## src/rtl/mem_sys_pkg.sv

```systemverilog
// Shared definitions for the memory-request subsystem: word/line geometry,
// address field widths and the cache controller state encoding.
package mem_sys_pkg;

    localparam int ADDR_BITS      = 16;
    localparam int WORD_BITS      = 16;
    localparam int LINE_WORDS     = 4;
    localparam int WORD_SEL_BITS  = 2;
    localparam int BYTE_SEL_BITS  = 1;
    localparam int OFFSET_BITS    = WORD_SEL_BITS + BYTE_SEL_BITS;
    localparam int DEF_INDEX_BITS = 4;

    typedef logic [WORD_BITS-1:0] word_t;

    typedef enum logic [2:0] {
        ST_IDLE,
        ST_LOOKUP,
        ST_FILL,
        ST_WMEM,
        ST_DONE
    } state_t;

    // Whatever address bits are left above the index form the tag.
    function automatic int tag_bits(input int index_bits);
        return ADDR_BITS - OFFSET_BITS - index_bits;
    endfunction

endpackage

```

## src/rtl/cache_ctrl_if.sv

```systemverilog
// Bundles the processor request/response signals and the backing-memory
// handshake. The slave view is the cache controller; the master view is the
// environment that issues requests and plays the backing memory.
interface cache_ctrl_if;

    logic [15:0] Addr;
    logic [15:0] DataIn;
    logic        Rd;
    logic        Wr;
    logic        createdump;
    logic [15:0] DataOut;
    logic        Done;
    logic        Stall;
    logic        CacheHit;
    logic        err;
    logic [15:0] mem_addr;
    logic        mem_rd;
    logic        mem_wr;
    logic [15:0] mem_wdata;
    logic [15:0] mem_rdata;
    logic        mem_ack;

    modport slave (
        input  Addr, DataIn, Rd, Wr, createdump, mem_rdata, mem_ack,
        output DataOut, Done, Stall, CacheHit, err,
               mem_addr, mem_rd, mem_wr, mem_wdata
    );

    modport master (
        output Addr, DataIn, Rd, Wr, createdump, mem_rdata, mem_ack,
        input  DataOut, Done, Stall, CacheHit, err,
               mem_addr, mem_rd, mem_wr, mem_wdata
    );

endinterface

```

## src/rtl/cache_line_array.sv

```systemverilog
// Line storage for the direct-mapped cache: one valid bit, one tag and four
// data words per line. Only the valid bits are reset; tag and data contents
// are meaningless until the line is marked valid.
module cache_line_array
    import mem_sys_pkg::*;
#(
    parameter int INDEX_BITS = DEF_INDEX_BITS,
    parameter int TAG_BITS   = tag_bits(DEF_INDEX_BITS)
) (
    input  logic                          clk,
    input  logic                          rst,
    input  logic [INDEX_BITS-1:0]         rd_index,
    output logic                          rd_valid,
    output logic [TAG_BITS-1:0]           rd_tag,
    output word_t [LINE_WORDS-1:0]        rd_line,
    input  logic                          wr_en,
    input  logic [INDEX_BITS-1:0]         wr_index,
    input  logic [WORD_SEL_BITS-1:0]      wr_word,
    input  word_t                         wr_data,
    input  logic                          set_en,
    input  logic [INDEX_BITS-1:0]         set_index,
    input  logic [TAG_BITS-1:0]           set_tag
);

    localparam int LINES = 1 << INDEX_BITS;

    logic [LINES-1:0]        valid_q;
    logic [LINES-1:0]        valid_d;
    logic [TAG_BITS-1:0]     tag_mem  [LINES];
    word_t [LINE_WORDS-1:0]  data_mem [LINES];

    // A line becomes valid only once its fill has fully completed.
    always_comb begin
        valid_d = valid_q;
        if (set_en) begin
            valid_d[set_index] = 1'b1;
        end
    end

    // Valid bits clear asynchronously so a reset mid-fill leaves no half line.
    always_ff @(posedge clk or posedge rst) begin
        if (rst) begin
            valid_q <= '0;
        end else begin
            valid_q <= valid_d;
        end
    end

    // Tag and data storage are plain memories with no reset.
    always_ff @(posedge clk) begin
        if (wr_en) begin
            data_mem[wr_index][wr_word] <= wr_data;
        end
        if (set_en) begin
            tag_mem[set_index] <= set_tag;
        end
    end

    assign rd_valid = valid_q[rd_index];
    assign rd_tag   = tag_mem[rd_index];
    assign rd_line  = data_mem[rd_index];

endmodule

```

## src/rtl/cache_ctrl.sv

```systemverilog
// Direct-mapped write-through cache controller. Hits are answered from the
// line array, read misses fill a whole line from backing memory, and every
// write goes to backing memory (updating the line only when it already hits).
module cache_ctrl
    import mem_sys_pkg::*;
#(
    parameter int INDEX_BITS = DEF_INDEX_BITS
) (
    input  logic         clk,
    input  logic         rst,
    cache_ctrl_if.slave  bus
);

    localparam int TAG_BITS = tag_bits(INDEX_BITS);

    state_t                   state_q, state_d;
    logic [ADDR_BITS-1:0]     addr_q, addr_d;
    word_t                    wdata_q, wdata_d;
    logic                     wr_op_q, wr_op_d;
    logic                     hit_q, hit_d;
    logic [WORD_SEL_BITS-1:0] cnt_q, cnt_d;
    logic                     done_q, done_d;
    word_t                    dout_q, dout_d;
    logic                     chit_q, chit_d;
    logic                     err_q, err_d;
    logic                     stall_q, stall_d;

    logic [WORD_SEL_BITS-1:0] req_word;
    logic [INDEX_BITS-1:0]    req_index;
    logic [TAG_BITS-1:0]      req_tag;

    logic                     line_valid;
    logic [TAG_BITS-1:0]      line_tag;
    word_t [LINE_WORDS-1:0]   line_data;
    logic                     lookup_hit;

    logic                     arr_wr_en;
    logic [WORD_SEL_BITS-1:0] arr_wr_word;
    word_t                    arr_wr_data;
    logic                     arr_set_en;

    logic [ADDR_BITS-1:0]     mem_addr_c;
    logic                     mem_rd_c;
    logic                     mem_wr_c;
    word_t                    mem_wdata_c;

    logic                     unused_createdump;

    assign req_word   = addr_q[OFFSET_BITS-1:BYTE_SEL_BITS];
    assign req_index  = addr_q[OFFSET_BITS+INDEX_BITS-1:OFFSET_BITS];
    assign req_tag    = addr_q[ADDR_BITS-1:OFFSET_BITS+INDEX_BITS];
    assign lookup_hit = line_valid && (line_tag == req_tag);

    cache_line_array #(
        .INDEX_BITS (INDEX_BITS),
        .TAG_BITS   (TAG_BITS)
    ) u_lines (
        .clk        (clk),
        .rst        (rst),
        .rd_index   (req_index),
        .rd_valid   (line_valid),
        .rd_tag     (line_tag),
        .rd_line    (line_data),
        .wr_en      (arr_wr_en),
        .wr_index   (req_index),
        .wr_word    (arr_wr_word),
        .wr_data    (arr_wr_data),
        .set_en     (arr_set_en),
        .set_index  (req_index),
        .set_tag    (req_tag)
    );

    // Next-state, request latching, line updates and memory handshake.
    always_comb begin
        state_d     = state_q;
        addr_d      = addr_q;
        wdata_d     = wdata_q;
        wr_op_d     = wr_op_q;
        hit_d       = hit_q;
        cnt_d       = cnt_q;
        done_d      = 1'b0;
        dout_d      = '0;
        chit_d      = 1'b0;
        err_d       = 1'b0;
        stall_d     = 1'b0;
        arr_wr_en   = 1'b0;
        arr_wr_word = '0;
        arr_wr_data = '0;
        arr_set_en  = 1'b0;
        mem_addr_c  = '0;
        mem_rd_c    = 1'b0;
        mem_wr_c    = 1'b0;
        mem_wdata_c = '0;

        case (state_q)
            ST_IDLE: begin
                if (bus.Rd || bus.Wr) begin
                    addr_d  = bus.Addr;
                    wdata_d = bus.DataIn;
                    wr_op_d = bus.Wr;
                    if ((bus.Rd && bus.Wr) || bus.Addr[0]) begin
                        state_d = ST_DONE;
                        done_d  = 1'b1;
                        err_d   = 1'b1;
                    end else begin
                        state_d = ST_LOOKUP;
                        stall_d = 1'b1;
                    end
                end
            end

            ST_LOOKUP: begin
                hit_d = lookup_hit;
                if (!wr_op_q) begin
                    if (lookup_hit) begin
                        state_d = ST_DONE;
                        done_d  = 1'b1;
                        chit_d  = 1'b1;
                        dout_d  = line_data[req_word];
                    end else begin
                        state_d = ST_FILL;
                        cnt_d   = '0;
                        stall_d = 1'b1;
                    end
                end else begin
                    state_d = ST_WMEM;
                    stall_d = 1'b1;
                    if (lookup_hit) begin
                        arr_wr_en   = 1'b1;
                        arr_wr_word = req_word;
                        arr_wr_data = wdata_q;
                    end
                end
            end

            ST_FILL: begin
                mem_rd_c   = 1'b1;
                mem_addr_c = {req_tag, req_index, cnt_q, 1'b0};
                stall_d    = 1'b1;
                if (bus.mem_ack) begin
                    arr_wr_en   = 1'b1;
                    arr_wr_word = cnt_q;
                    arr_wr_data = bus.mem_rdata;
                    cnt_d       = cnt_q + 2'd1;
                    if (cnt_q == WORD_SEL_BITS'(LINE_WORDS - 1)) begin
                        arr_set_en = 1'b1;
                        state_d    = ST_DONE;
                        done_d     = 1'b1;
                        stall_d    = 1'b0;
                        dout_d     = (req_word == cnt_q) ? bus.mem_rdata
                                                         : line_data[req_word];
                    end
                end
            end

            ST_WMEM: begin
                mem_wr_c    = 1'b1;
                mem_addr_c  = addr_q;
                mem_wdata_c = wdata_q;
                stall_d     = 1'b1;
                if (bus.mem_ack) begin
                    state_d = ST_DONE;
                    done_d  = 1'b1;
                    chit_d  = hit_q;
                    stall_d = 1'b0;
                end
            end

            ST_DONE: begin
                state_d = ST_IDLE;
            end

            default: begin
                state_d = ST_IDLE;
            end
        endcase
    end

    // State, request latches and registered outputs.
    always_ff @(posedge clk or posedge rst) begin
        if (rst) begin
            state_q <= ST_IDLE;
            addr_q  <= '0;
            wdata_q <= '0;
            wr_op_q <= 1'b0;
            hit_q   <= 1'b0;
            cnt_q   <= '0;
            done_q  <= 1'b0;
            dout_q  <= '0;
            chit_q  <= 1'b0;
            err_q   <= 1'b0;
            stall_q <= 1'b0;
        end else begin
            state_q <= state_d;
            addr_q  <= addr_d;
            wdata_q <= wdata_d;
            wr_op_q <= wr_op_d;
            hit_q   <= hit_d;
            cnt_q   <= cnt_d;
            done_q  <= done_d;
            dout_q  <= dout_d;
            chit_q  <= chit_d;
            err_q   <= err_d;
            stall_q <= stall_d;
        end
    end

    assign bus.Done      = done_q;
    assign bus.DataOut   = dout_q;
    assign bus.CacheHit  = chit_q;
    assign bus.err       = err_q;
    assign bus.Stall     = stall_q;
    assign bus.mem_addr  = mem_addr_c;
    assign bus.mem_rd    = mem_rd_c;
    assign bus.mem_wr    = mem_wr_c;
    assign bus.mem_wdata = mem_wdata_c;

    assign unused_createdump = bus.createdump;

endmodule
```

## src/flat_wrapper.sv

```systemverilog
// flat-port wrapper written by rule: the top's interface ports become plain ports
module cache_ctrl_flat import mem_sys_pkg::*;
#(
    parameter int INDEX_BITS = DEF_INDEX_BITS
)
  (clk, rst, bus_Addr, bus_DataIn, bus_Rd, bus_Wr, bus_createdump, bus_mem_rdata, bus_mem_ack, bus_DataOut, bus_Done, bus_Stall, bus_CacheHit, bus_err, bus_mem_addr, bus_mem_rd, bus_mem_wr, bus_mem_wdata);
  cache_ctrl_if bus_i ();
  input  logic clk;
  input  logic rst;
  input wire logic [$bits(bus_i.Addr)-1:0] bus_Addr;
  input wire logic [$bits(bus_i.DataIn)-1:0] bus_DataIn;
  input wire logic [$bits(bus_i.Rd)-1:0] bus_Rd;
  input wire logic [$bits(bus_i.Wr)-1:0] bus_Wr;
  input wire logic [$bits(bus_i.createdump)-1:0] bus_createdump;
  input wire logic [$bits(bus_i.mem_rdata)-1:0] bus_mem_rdata;
  input wire logic [$bits(bus_i.mem_ack)-1:0] bus_mem_ack;
  output wire logic [$bits(bus_i.DataOut)-1:0] bus_DataOut;
  output wire logic [$bits(bus_i.Done)-1:0] bus_Done;
  output wire logic [$bits(bus_i.Stall)-1:0] bus_Stall;
  output wire logic [$bits(bus_i.CacheHit)-1:0] bus_CacheHit;
  output wire logic [$bits(bus_i.err)-1:0] bus_err;
  output wire logic [$bits(bus_i.mem_addr)-1:0] bus_mem_addr;
  output wire logic [$bits(bus_i.mem_rd)-1:0] bus_mem_rd;
  output wire logic [$bits(bus_i.mem_wr)-1:0] bus_mem_wr;
  output wire logic [$bits(bus_i.mem_wdata)-1:0] bus_mem_wdata;
  assign bus_i.Addr = bus_Addr;
  assign bus_i.DataIn = bus_DataIn;
  assign bus_i.Rd = bus_Rd;
  assign bus_i.Wr = bus_Wr;
  assign bus_i.createdump = bus_createdump;
  assign bus_i.mem_rdata = bus_mem_rdata;
  assign bus_i.mem_ack = bus_mem_ack;
  assign bus_DataOut = bus_i.DataOut;
  assign bus_Done = bus_i.Done;
  assign bus_Stall = bus_i.Stall;
  assign bus_CacheHit = bus_i.CacheHit;
  assign bus_err = bus_i.err;
  assign bus_mem_addr = bus_i.mem_addr;
  assign bus_mem_rd = bus_i.mem_rd;
  assign bus_mem_wr = bus_i.mem_wr;
  assign bus_mem_wdata = bus_i.mem_wdata;
  cache_ctrl #(.INDEX_BITS(INDEX_BITS)) u_core (.clk(clk), .rst(rst), .bus(bus_i));
endmodule
```

## config.mk

```make
export PLATFORM = sky130hd
export DESIGN_NAME = cache_ctrl_flat
export DESIGN_NICKNAME = d
export VERILOG_FILES = /design/src/rtl/mem_sys_pkg.sv /design/src/rtl/cache_ctrl_if.sv /design/src/rtl/cache_line_array.sv /design/src/rtl/cache_ctrl.sv /design/src/flat_wrapper.sv
export SDC_FILE = /design/constraint.sdc
export NUM_CORES = 1
export LEC_CHECK = 0
export ABC_AREA = 1
export ABC_CLOCK_PERIOD_IN_PS = 16490
export BUFFER_PORTS_ARGS = -buffer_cell sky130_fd_sc_hd__buf_2
export CAP_MARGIN = 30
export CORE_MARGIN = 2
export CORE_UTILIZATION = 50
export CTS_BUF_LIST = sky130_fd_sc_hd__clkbuf_2 sky130_fd_sc_hd__clkbuf_4 sky130_fd_sc_hd__clkbuf_8
export DETAILED_ROUTE_END_ITERATION = 10
export PLACE_DENSITY = 0.66
export RECOVER_POWER = 50
export REMOVE_ABC_BUFFERS = 1
export SYNTH_ARGS = -nofsm -noshare
export SYNTH_HDL_FRONTEND = slang
export SYNTH_SLANG_ARGS = --single-unit
export TNS_END_PERCENT = 100
```

## constraint.sdc

```tcl
create_clock -name clk -period 16.49 [get_ports clk]
set_input_delay 3.298 -clock clk [delete_from_list [all_inputs] [get_ports clk]]
set_output_delay 3.298 -clock clk [all_outputs]
set_load 0.1 [all_outputs]
```

== After elaboration in Yosys (flattened, before gate mapping) ==
Memory sizes are Yosys's and may differ from the RTL's.
Index checks and enable logic that the tools add are counted.

* Equality and inequality tests: 12
* Magnitude comparators: 5
* Reductions and logical operators: 11
* Bitwise gates (word level): 1
* Add/sub/neg operators: 1
* Multiplexer cells: 64

{| class="wikitable"
|+ Operators by type and width
! operator !! number
|-
| two-way mux 16 bit || 11
|-
| one-hot mux 16 bit (2 select lines) || 3
|-
| two-way mux 64 bit || 1
|-
| binary-select mux 16 bit (select 2 bit) || 1
|-
| demux 16 bit (select 2 bit) || 1
|-
| two-way mux 1 bit || 25
|-
| two-way mux 3 bit || 7
|-
| OR 16 bit || 1
|-
| two-way mux 2 bit || 6
|-
| one-hot mux 3 bit (4 select lines) || 1
|-
| equality test 9 bit || 1
|-
| inequality test 2 bit, second input constant || 4
|-
| one-hot mux 1 bit (4 select lines) || 2
|-
| one-hot mux 2 bit (2 select lines) || 2
|-
| AND reduction 4 bit || 2
|-
| equality test 3 x 2 -> 1 bit, second input constant || 2
|-
| less-than comparator 2 x 3 -> 1 bit, second input constant || 2
|-
| less-than comparator 4 x 5 -> 1 bit, second input constant || 1
|-
| binary-select mux 1 bit (select 4 bit) || 1
|-
| demux 1 bit (select 4 bit) || 1
|-
| >= comparator 4 x 1 -> 1 bit, second input constant || 1
|-
| logical AND 1 bit || 4
|-
| inequality test 2 x 1 -> 1 bit, second input constant || 2
|-
| one-hot mux 1 bit (2 select lines) || 2
|-
| other kinds (9) || 10
|}

* Memories kept: 2
* Output and inout port bits: 54
* RAM bits: 1168
* Register bits after elaboration: 75
* Input port bits: 54
* Word-level logic and storage cells: 108

{| class="wikitable"
|+ Memory list
! name !! words !! bits a word !! read ports !! clocked after memory_dff !! write ports !! line !! source
|-
| u_core.u_lines.data_mem || 16 || 64 || 1 || 0 || 1 || cache_line_array.sv:30 || <nowiki>word_t [LINE_WORDS-1:0] data_mem [LINES];</nowiki>
|-
| u_core.u_lines.tag_mem || 16 || 9 || 1 || 0 || 1 || cache_line_array.sv:29 || <nowiki>logic [TAG_BITS-1:0] tag_mem [LINES];</nowiki>
|}

== Depth between registers and ports, before layout ==
Gate-level depths: netlist of the first run.

* Depth in word-level cells: 11
* Depth in mapped cells: 20
* Depth with buffers taken out: 17

== By module ==
A second synthesis of the first run with hierarchy kept.

* Cell total of the unflattened synthesis: 5426
* Area, all modules: 54946.4 um2

{| class="wikitable"
|+ By module, submodules not included
! module !! cells an instance !! sequential area each (um2) !! times used !! area an instance (um2)
|-
| cache_line_array || 4919 || 35474.0 || 1 || 51363.0
|-
| cache_ctrl || 507 || 1476.4 || 1 || 3583.4
|}

== Worst setup path before layout of the first run ==
No wires, ideal clock.

* Path kind: reg-to-output
* From: register u_core.state_q[1]
* To: output port bus_mem_addr[2]
* Stages on the path, launching flop included: 6
* Arrival time: 5.216 ns
* Setup slack: 7.976 ns
* Path through: dfrtp_1 -> inv_1 -> nor3_1 -> inv_1 -> clkbuf_1 -> o21ai_0

* Longest elaborated chain between the ends: 2

{| class="wikitable"
|+ Ends and longest elaborated chain
! element !! line !! source
|-
| start: declaration || cache_ctrl.sv:16 || <nowiki>state_t state_q, state_d;</nowiki>
|-
| start signal: assignment || cache_ctrl.sv:194 || <nowiki>state_q <= state_d;</nowiki>
|-
| equality test 3 x 2 -> 1 bit || cache_ctrl.sv:95 || <nowiki>case (state_q)</nowiki>
|-
| one-hot mux 16 bit (2 select lines) (*) || cache_ctrl.sv:95 ||
|-
| end: declaration || flat_wrapper.sv:22 || <nowiki>output wire logic [$bits(bus_i.mem_addr)-1:0] bus_mem_addr;</nowiki>
|}

Every way passes the cells marked *; elsewhere a longest branch is shown, timed or not.

== Final worst setup path of the first run ==
* From: register u_core.addr_q[3]
* To: memory u_core.u_lines.data_mem[14][57] (netlist name) (enable)

* Longest elaborated chain between the ends: 11

{| class="wikitable"
|+ Ends and longest elaborated chain
! element !! line !! source
|-
| start: declaration || cache_ctrl.sv:17 || <nowiki>logic [ADDR_BITS-1:0] addr_q, addr_d;</nowiki>
|-
| start signal: assignment || cache_ctrl.sv:195 || <nowiki>addr_q <= addr_d;</nowiki>
|-
| memory (16 x 9 bit) or binary-select mux 1 bit (select 4 bit) (tied branches) || -- ||
|-
| equality test 9 bit or two-way mux 1 bit (tied branches) || cache_ctrl.sv:52, cache_line_array.sv:59 ||
|-
| logical AND 1 bit || cache_ctrl.sv:52 || <nowiki>assign lookup_hit = line_valid && (line_tag == req_tag);</nowiki>
|-
| two-way mux 2 bit || cache_ctrl.sv:128 || <nowiki>if (lookup_hit) begin</nowiki>
|-
| two-way mux 2 bit || cache_ctrl.sv:114 || <nowiki>if (!wr_op_q) begin</nowiki>
|-
| one-hot mux 2 bit (2 select lines) || cache_ctrl.sv:95 ||
|-
| less-than comparator 2 x 3 -> 1 bit (not written as such) or >= comparator 2 x 1 -> 1 bit (tied branches) || cache_line_array.sv:52 || <nowiki>data_mem[wr_index][wr_word] <= wr_data;</nowiki>
|-
| logical AND 1 bit (not written as such) || cache_line_array.sv:52 ||
|-
| two-way mux 16 bit (not written as such) || cache_line_array.sv:52 ||
|-
| demux 16 bit (select 2 bit) || cache_line_array.sv:52 ||
|-
| two-way mux 64 bit (not written as such) || cache_line_array.sv:52 ||
|-
| end: declaration || cache_line_array.sv:30 ||
|}

Parallel ways exist; a longest one is shown, timed or not. The select of a mux whose other input is x is not followed.

==> metrics.txt, run 1 <==
Hold WC Path Type=reg2reg; Area contributors post-synth=edfxtp_1 (74%), a22oi_1 (6.4%), nand2_1 (6.0%); Max-Cap Viols=8; Logic pwr share=29.5%; final hold slack=0.457 ns; drt drc=0; die width=313 um; wire per inst=25.9 um; sequential area share after synthesis=77.6%; CTS HTree Levels=4; area delta synth->final=12.8%; unrepaired setup endpoints after global routing=no; worst clock skew=0.0831 ns; gr ovfl total=0; filler cell count=7,620; DP HPWL=71,900 um; worst r2r src=u_core.addr_q[3]$_DFFE_PP0P_; Final Wtd Congestion=0.857; Post-Synthesis Cells=3,375; CP max-delay cell=clkinvlp_2; DP Cell Count=4,656; final worst slack=5.54 ns; Final Cycle Share=66.4%; Die Ht=313 um; core area=0.0947 sq mm; top-area cell type share of the netlist area=73.7%; clk_lat worst skew=0.89 ns; Synth Flop Type=edfxtp_1; min cycle time layout=10.95 ns; Crit. End Element=flop; Synth cell types=35; Post-CTS Hold Buffers=0; CTS tree=built; Post-DRT Antenna Nets=0; DRT iter0 DRCs=3,839; Async SR Flop Fraction=6.03%; first-pass detailed-route iteration total=6; status=finished with violations; failing checks=max-capacitance violations, max-slew violations; Post-CTS Setup Inserts=0; DRT Wirelength=130,000 um; vias=30.0k; endpoints failing hold=0; area leader, netlist=edfxtp_1; top cells by count, synth=edfxtp_1 (1,168), nand2_1 (766), a22oi_1 (406); synthesized area per cell=14.1 sq um; Initial Util=50.3%; clock sinks=1,243; Flop pwr share=41.5%; Arrival @ worst endpoint=11.43 ns; Slew Limit Fails=342; initial antenna violation count=2; DR vias/cell=5.97; Net Sw Power=0.00325 W; # IOs=108; Post-synth EDFFs=1,168; highest clock rate=91.3 MHz; leak pwr=18.5 nW; switch share=36.8%; #FFs+latches synth=1,243; worst setup path start=u_core.addr_q[3]$_DFFE_PP0P_; setup TNS=0 ns; top-count cell post-synth=edfxtp_1; largest net degree at the start of global routing=145; clock power share=29.0%; cells along the critical path=buf_4 -> nand2_1 -> clkinvlp_2 -> clkbuf_1 -> nand2_1 -> nand2_1 -> o21ai_0 -> nand2_1 -> nor2_1 -> xor2_1 -> nand2_1 -> nor2_1 -> nand4_2 -> nand2_1 -> nand2_1 -> nor2_1 -> clkbuf_1; Die ar.=0.0977 sq mm; CP Max Fanout=92; share of layout cells above drive strength 1=14.7%; Mapped Area=0.0476 sq mm; CP required=16.96 ns; Worst Tran Pin Value=4.15 ns; CP max stage delay=3.10 ns; fin cells=5,016; final setup violation count=0; first-pass GRT wire length=188,000 um; number of global-route vias before repair=28.2k; Max Root-Sink Buffers=3; CTS root buffer=clkbuf_8; GRT Total Usage=26.4%; Yosys warnings=0; nets@finish=3,645; Rows=113; Num CTS Buffers=196; power density cells=165 mW/mm^2; post_cts resized=0; relative slew slack=-178%; post-place setup slack=9.90 ns; Clock transition at path regs=0.06 ns; Worst path most repeated cell=nand2_1; min-delay src=u_core.u_lines.valid_q[9]$_DFFE_PP0P_; Int Pwr=0.00559 W; VDD IR max=0.000144 V; total power=0.00884 W; Buffers on Ports=106; startpoint types=flop; Setup CP Type=reg2reg
sequential cells by signal, summed over array words and instances (netlist names):
register                 count
u_core.u_lines.data_mem   1024
u_core.bus.err               1
u_core.u_lines.valid_q      16
u_core.hit_q                 1
u_core.wdata_q              16
u_core.bus.Stall             1
u_core.bus.DataOut          16
u_core.cnt_q                 2
u_core.state_q               3
u_core.addr_q               16
u_core.bus.CacheHit          1
u_core.wr_op_q               1
u_core.bus.Done              1
u_core.u_lines.tag_mem     144
through the flow:
stage,instance area (sq um),util (%)
2_1_floorplan,46800,-
3_3_place_gp,50000,52.8
3_5_place_dp,50100,52.9
4_1_cts,53900,56.9
5_1_grt,53700,56.7
6_report,53700,56.7
final timing paths:
path                                                             end  slack, ns  depth (start not counted)
max                        u_core.u_lines.data_mem[14][57]$_DFFE_PP_       5.54                         17
min                            u_core.u_lines.valid_q[9]$_DFFE_PP0P_       0.46                          2
min in group asynchronous              u_core.wdata_q[7]$_DFFE_PP0P_       2.72                          2
max reg2reg                u_core.u_lines.data_mem[14][57]$_DFFE_PP_       5.54                         17
max in group asynchronous             u_core.wdata_q[11]$_DFFE_PP0P_       9.86                          3
min reg2reg                    u_core.u_lines.valid_q[9]$_DFFE_PP0P_       0.46                          2
metal layers:
metal  part of all wire (%)  global-route usage [%]  vias to the layer above
li1                       -                       -                    13200
met1                     41                    37.8                    15000
met2                     46                    40.7                     1597
met3                     10                    5.77                      225
met4                    2.8                    8.61                        0
met5                      0                       0                        -
area by class of cell:
class                           count  area, sq um  area share, %
Tap cell                         1265         1580           2.95
Clock buffer                      291         3500           6.52
Inverter                           67          264          0.492
Clock inverter                     64          362          0.674
Timing Repair Buffer              220         1320           2.47
Sequential cell                  1243        37000           68.8
Multi-Input combinational cell   1862         9690           18.0
Antenna cell                        4         10.0         0.0186
worst max-delay path: cells and delay by family (launching register included):
family / cells / cell delay, ns
XOR/XNOR: 1 / 0.15
buffers and inverters: 4 / 6.42
AND/OR/NAND/NOR: 11 / 3.22
AO/OA/AOI/OAI: 1 / 0.32
flip-flops: 1 / 0.38
logic make-up after synthesis:
| family | synth area share [%] |
|---|---|
| buffers and inverters | 2.29 |
| AND/OR/NAND/NOR | 9.12 |
| adder cells (fa/ha/maj) | 0.0263 |
| flip-flops | 77.6 |
| AO/OA/AOI/OAI | 10.9 |
| XOR/XNOR | 0.0552 |
power by group through the flow:
| stage | Clock [W] | Sequential [W] | Combinational (W) |
|---|---|---|---|
| 2_1_floorplan | 0 | 0.00375 | 0.00157 |
| 3_3_place_gp | 0 | 0.00373 | 0.00255 |
| 3_5_place_dp | 0 | 0.00373 | 0.00257 |
| 4_1_cts | 0.00259 | 0.00366 | 0.00257 |
| 5_1_grt | 0.00273 | 0.00367 | 0.00279 |
| 6_report | 0.00256 | 0.00367 | 0.00261 |
cells in the final DEF (no fill, tap or decap), types with 79 or more instances in the layout:
| master | netlist | final |
|---|---|---|
| clkbuf_4 | 0 | 81 |
| clkbuf_8 | 0 | 210 |
| a22oi_1 | 406 | 406 |
| a21oi_1 | 179 | 179 |
| nand2_1 | 766 | 768 |
| o21ai_0 | 94 | 88 |
| a31oi_1 | 79 | 79 |
| buf_4 | 2 | 93 |
| buf_2 | 20 | 84 |
| edfxtp_1 | 1168 | 1168 |
| nor2_1 | 121 | 109 |
Note: power is estimated with default switching activity, not from simulation.
==> run 2: changes to the inputs <==
ABC_CLOCK_PERIOD_IN_PS = 9540   (was 16490)
PLACE_DENSITY = 0.69   (was 0.66)
clock period = 9.54 ns   (was 16.49 ns; I/O delays follow)
==> metrics.txt, run 2 (synthesis gave the netlist of run 1 again) <==
status=finished with violations (unchanged); failing checks=max-capacitance violations, max-slew violations (unchanged); Arrival @ worst endpoint=7.62 ns (was 11.43 ns); Post-CTS Setup Inserts=0 (unchanged); gr ovfl total=0 (unchanged); Max Root-Sink Buffers=3 (unchanged); Worst Tran Pin Value=4.05 ns (was 4.15 ns); share of layout cells above drive strength 1=14.4% (was 14.7%); Max-Cap Viols=3 (was 8); CTS root buffer=clkbuf_8 (unchanged); DR vias/cell=6.05 (was 5.97); Worst R2R Path Depth=17 (unchanged); clock sinks=1,243 (unchanged); drt drc=0 (unchanged); Largest register FFs=1,024 (unchanged); Top reg by flops=u_core.u_lines.data_mem (unchanged); CTS HTree Levels=4 (unchanged); Setup CP Type=reg2reg (unchanged); area delta synth->final=12.7% (was 12.8%); worst setup path start=u_core.addr_q[4]$_DFFE_PP0P_ (was u_core.addr_q[3]$_DFFE_PP0P_); initial antenna violation count=2 (unchanged); VDD IR max=0.000233 V (was 0.000144 V); top flop regs=u_core.u_lines.data_mem: 1024 flops, u_core.u_lines.tag_mem: 144 flops (unchanged); GRT Total Usage=26.1% (was 26.4%); Rows=113 (unchanged); number of global-route vias before repair=28.6k (was 28.2k); R2R Setup Slk=2.45 ns (was 5.54 ns); Final Wtd Congestion=0.839 (was 0.857); DP Cell Count=4,660 (was 4,656); commonest non-fill, non-tap cell in the layout=edfxtp_1 (unchanged); relative slew slack=-170% (was -178%); Worst R2R End=u_core.u_lines.data_mem[9][35]$_DFFE_PP_ (was u_core.u_lines.data_mem[14][57]$_DFFE_PP_); # IOs=108 (unchanged); Worst path most repeated cell=nand2_1 (unchanged); Final Cycle Share=74.3% (was 66.4%); Post-DRT Antenna Nets=0 (unchanged); Hold WC Path Type=reg2reg (unchanged); CP max-delay cell=clkbuf_1 (was clkinvlp_2); min cycle time layout=7.09 ns (was 10.95 ns); Num CTS Buffers=190 (was 196); Crit. End Element=flop (unchanged); leak pwr=18.5 nW (about the same); CP max stage delay=2.43 ns (was 3.10 ns); cells along the critical path=buf_4 -> inv_2 -> nor2_4 -> clkbuf_1 -> nand2_1 -> nand4_1 -> nand2_1 -> nand2_1 -> o21ai_0 -> nand2_1 -> nand2_1 -> nor2_4 -> nand4_2 -> nand2_1 -> nand3_2 -> nor2_1 -> buf_4 (was buf_4 -> nand2_1 -> clkinvlp_2 -> clkbuf_1 -> nand2_1 -> nand2_1 -> o21ai_0 -> nand2_1 -> nor2_1 -> xor2_1 -> nand2_1 -> nor2_1 -> nand4_2 -> nand2_1 -> nand2_1 -> nor2_1 -> clkbuf_1); DRT iter0 DRCs=4,271 (was 3,839); CP required=10.07 ns (was 16.96 ns); CP delay by family, top=buffers and inverters (unchanged); CP endpoint=u_core.u_lines.data_mem[9][35]$_DFFE_PP_ (was u_core.u_lines.data_mem[14][57]$_DFFE_PP_); clk_lat worst skew=0.87 ns (was 0.89 ns); Die Ht=313 um (unchanged); nets@finish=3,648 (was 3,645); Initial Util=50.3% (unchanged); largest net degree at the start of global routing=155 (was 145); final setup violation count=0 (unchanged); startpoint types=flop (unchanged); post_cts resized=0 (unchanged); endpoints failing hold=0 (unchanged); first-pass detailed-route iteration total=7 (was 6); first-pass GRT wire length=188,000 um (about the same); WP depth=17 (unchanged); Slew Limit Fails=191 (was 342); highest clock rate=141 MHz (was 91.3 MHz); DP HPWL=70,600 um (was 71,900 um); Post-CTS Hold Buffers=0 (unchanged); wire per inst=25.7 um (was 25.9 um); DRT Wirelength=129,000 um (was 130,000 um); Die ar.=0.0977 sq mm (unchanged); CTS tree=built (unchanged); CP bufs+invs=4 (unchanged); worst clock skew=0.0602 ns (was 0.0831 ns); vias=30.3k (was 30.0k); core area=0.0947 sq mm (unchanged); total power=0.0152 W (was 0.00884 W); most frequent cells in the layout=edfxtp_1 (1,168), nand2_1 (767), a22oi_1 (406) (was edfxtp_1 (1,168), nand2_1 (768), a22oi_1 (406)); die width=313 um (unchanged); Clock transition at path regs=0.06 ns (about the same); power density cells=283 mW/mm^2 (was 165 mW/mm^2); Buffers on Ports=106 (unchanged); fin cells=5,014 (was 5,016); CP Max Fanout=62 (was 92); worst r2r src=u_core.addr_q[4]$_DFFE_PP0P_ (was u_core.addr_q[3]$_DFFE_PP0P_); unrepaired setup endpoints after global routing=no (unchanged)
-- run 2: cell count changes in the layout (fill, tap and decap cells not counted), moves of 3 or more --
cell      before  now
buf_2         84   64
clkbuf_1      40   57
buf_4         93  107
nor2_2         9    0
nor2_1       109  116
clkbuf_4      81   76
clkinv_1      42   37
diode_2        4    1
inv_8          4    7
o21ai_4        6    9
-- run 2: worst min path at each step --
stage | from | endpoint | slack, ns | cells past startpoint
5_1_grt | u_core.u_lines.valid_q[10]$_DFFE_PP0P_ | u_core.u_lines.valid_q[10]$_DFFE_PP0P_ | 0.48 | 2
6_report | u_core.u_lines.valid_q[6]$_DFFE_PP0P_ | u_core.u_lines.valid_q[6]$_DFFE_PP0P_ | 0.46 | 2
4_1_cts | u_core.u_lines.valid_q[6]$_DFFE_PP0P_ | u_core.u_lines.valid_q[6]$_DFFE_PP0P_ | 0.46 | 2
3_3_place_gp | u_core.u_lines.valid_q[5]$_DFFE_PP0P_ | u_core.u_lines.valid_q[5]$_DFFE_PP0P_ | 0.44 | 2
2_1_floorplan | u_core.u_lines.valid_q[13]$_DFFE_PP0P_ | u_core.u_lines.valid_q[13]$_DFFE_PP0P_ | 0.42 | 2
3_5_place_dp | u_core.u_lines.valid_q[6]$_DFFE_PP0P_ | u_core.u_lines.valid_q[6]$_DFFE_PP0P_ | 0.45 | 2
-- run 2: per-layer routing --
metal / vias to the layer above / share of wire [%] / GRT usage (%)
li1: 13200 / - / -
met1: 15000 / 40 / 38.1
met2: 1876 / 45 / 39.1
met3: 274 / 12 / 5.81
met4: 2 / 3.3 / 9.04
met5: - / 0.0093 / 0
-- run 2: layout make-up --
cell class              instances  area, sq um
diodes                          1         2.50
inverters                      67          269
clock buffers                 285         3450
multi-input cells            1862         9720
repair buffers                229         1360
flip-flops and latches       1243        37000
clock inverters                62          347
fillers                      7453        41100
well taps                    1265         1580
-- run 2: power breakdown --
part / total (W) / switching [W] / internal [W]
Sequential: 0.00631 / 0.000130 / 0.00618
Clock: 0.00436 / 0.00204 / 0.00232
Combinational: 0.00451 / 0.00341 / 0.00109
Total: 0.0152 / 0.00558 / 0.00959
-- run 2: tightest hold or removal path, stage by stage (launching register included) --
cell and delay (ns):
dfrtp_1 0.32, inv_1 0.04, o21ai_0 0.06
-- run 2: metrics by stage --
stage	cell area [sq um]	worst slack (ns)	TNS, ns	utilization [%]	hold WS, ns
after floorplan	46800	-4.17	-6779.11	-	0.424
after global placement	50000	4.46	0	52.8	0.437
after detailed placement	50000	4.35	0	52.8	0.447
after CTS	53800	4.27	0	56.8	0.461
after global routing	53700	2.05	0	56.7	0.479
final	53700	2.45	0	56.7	0.459
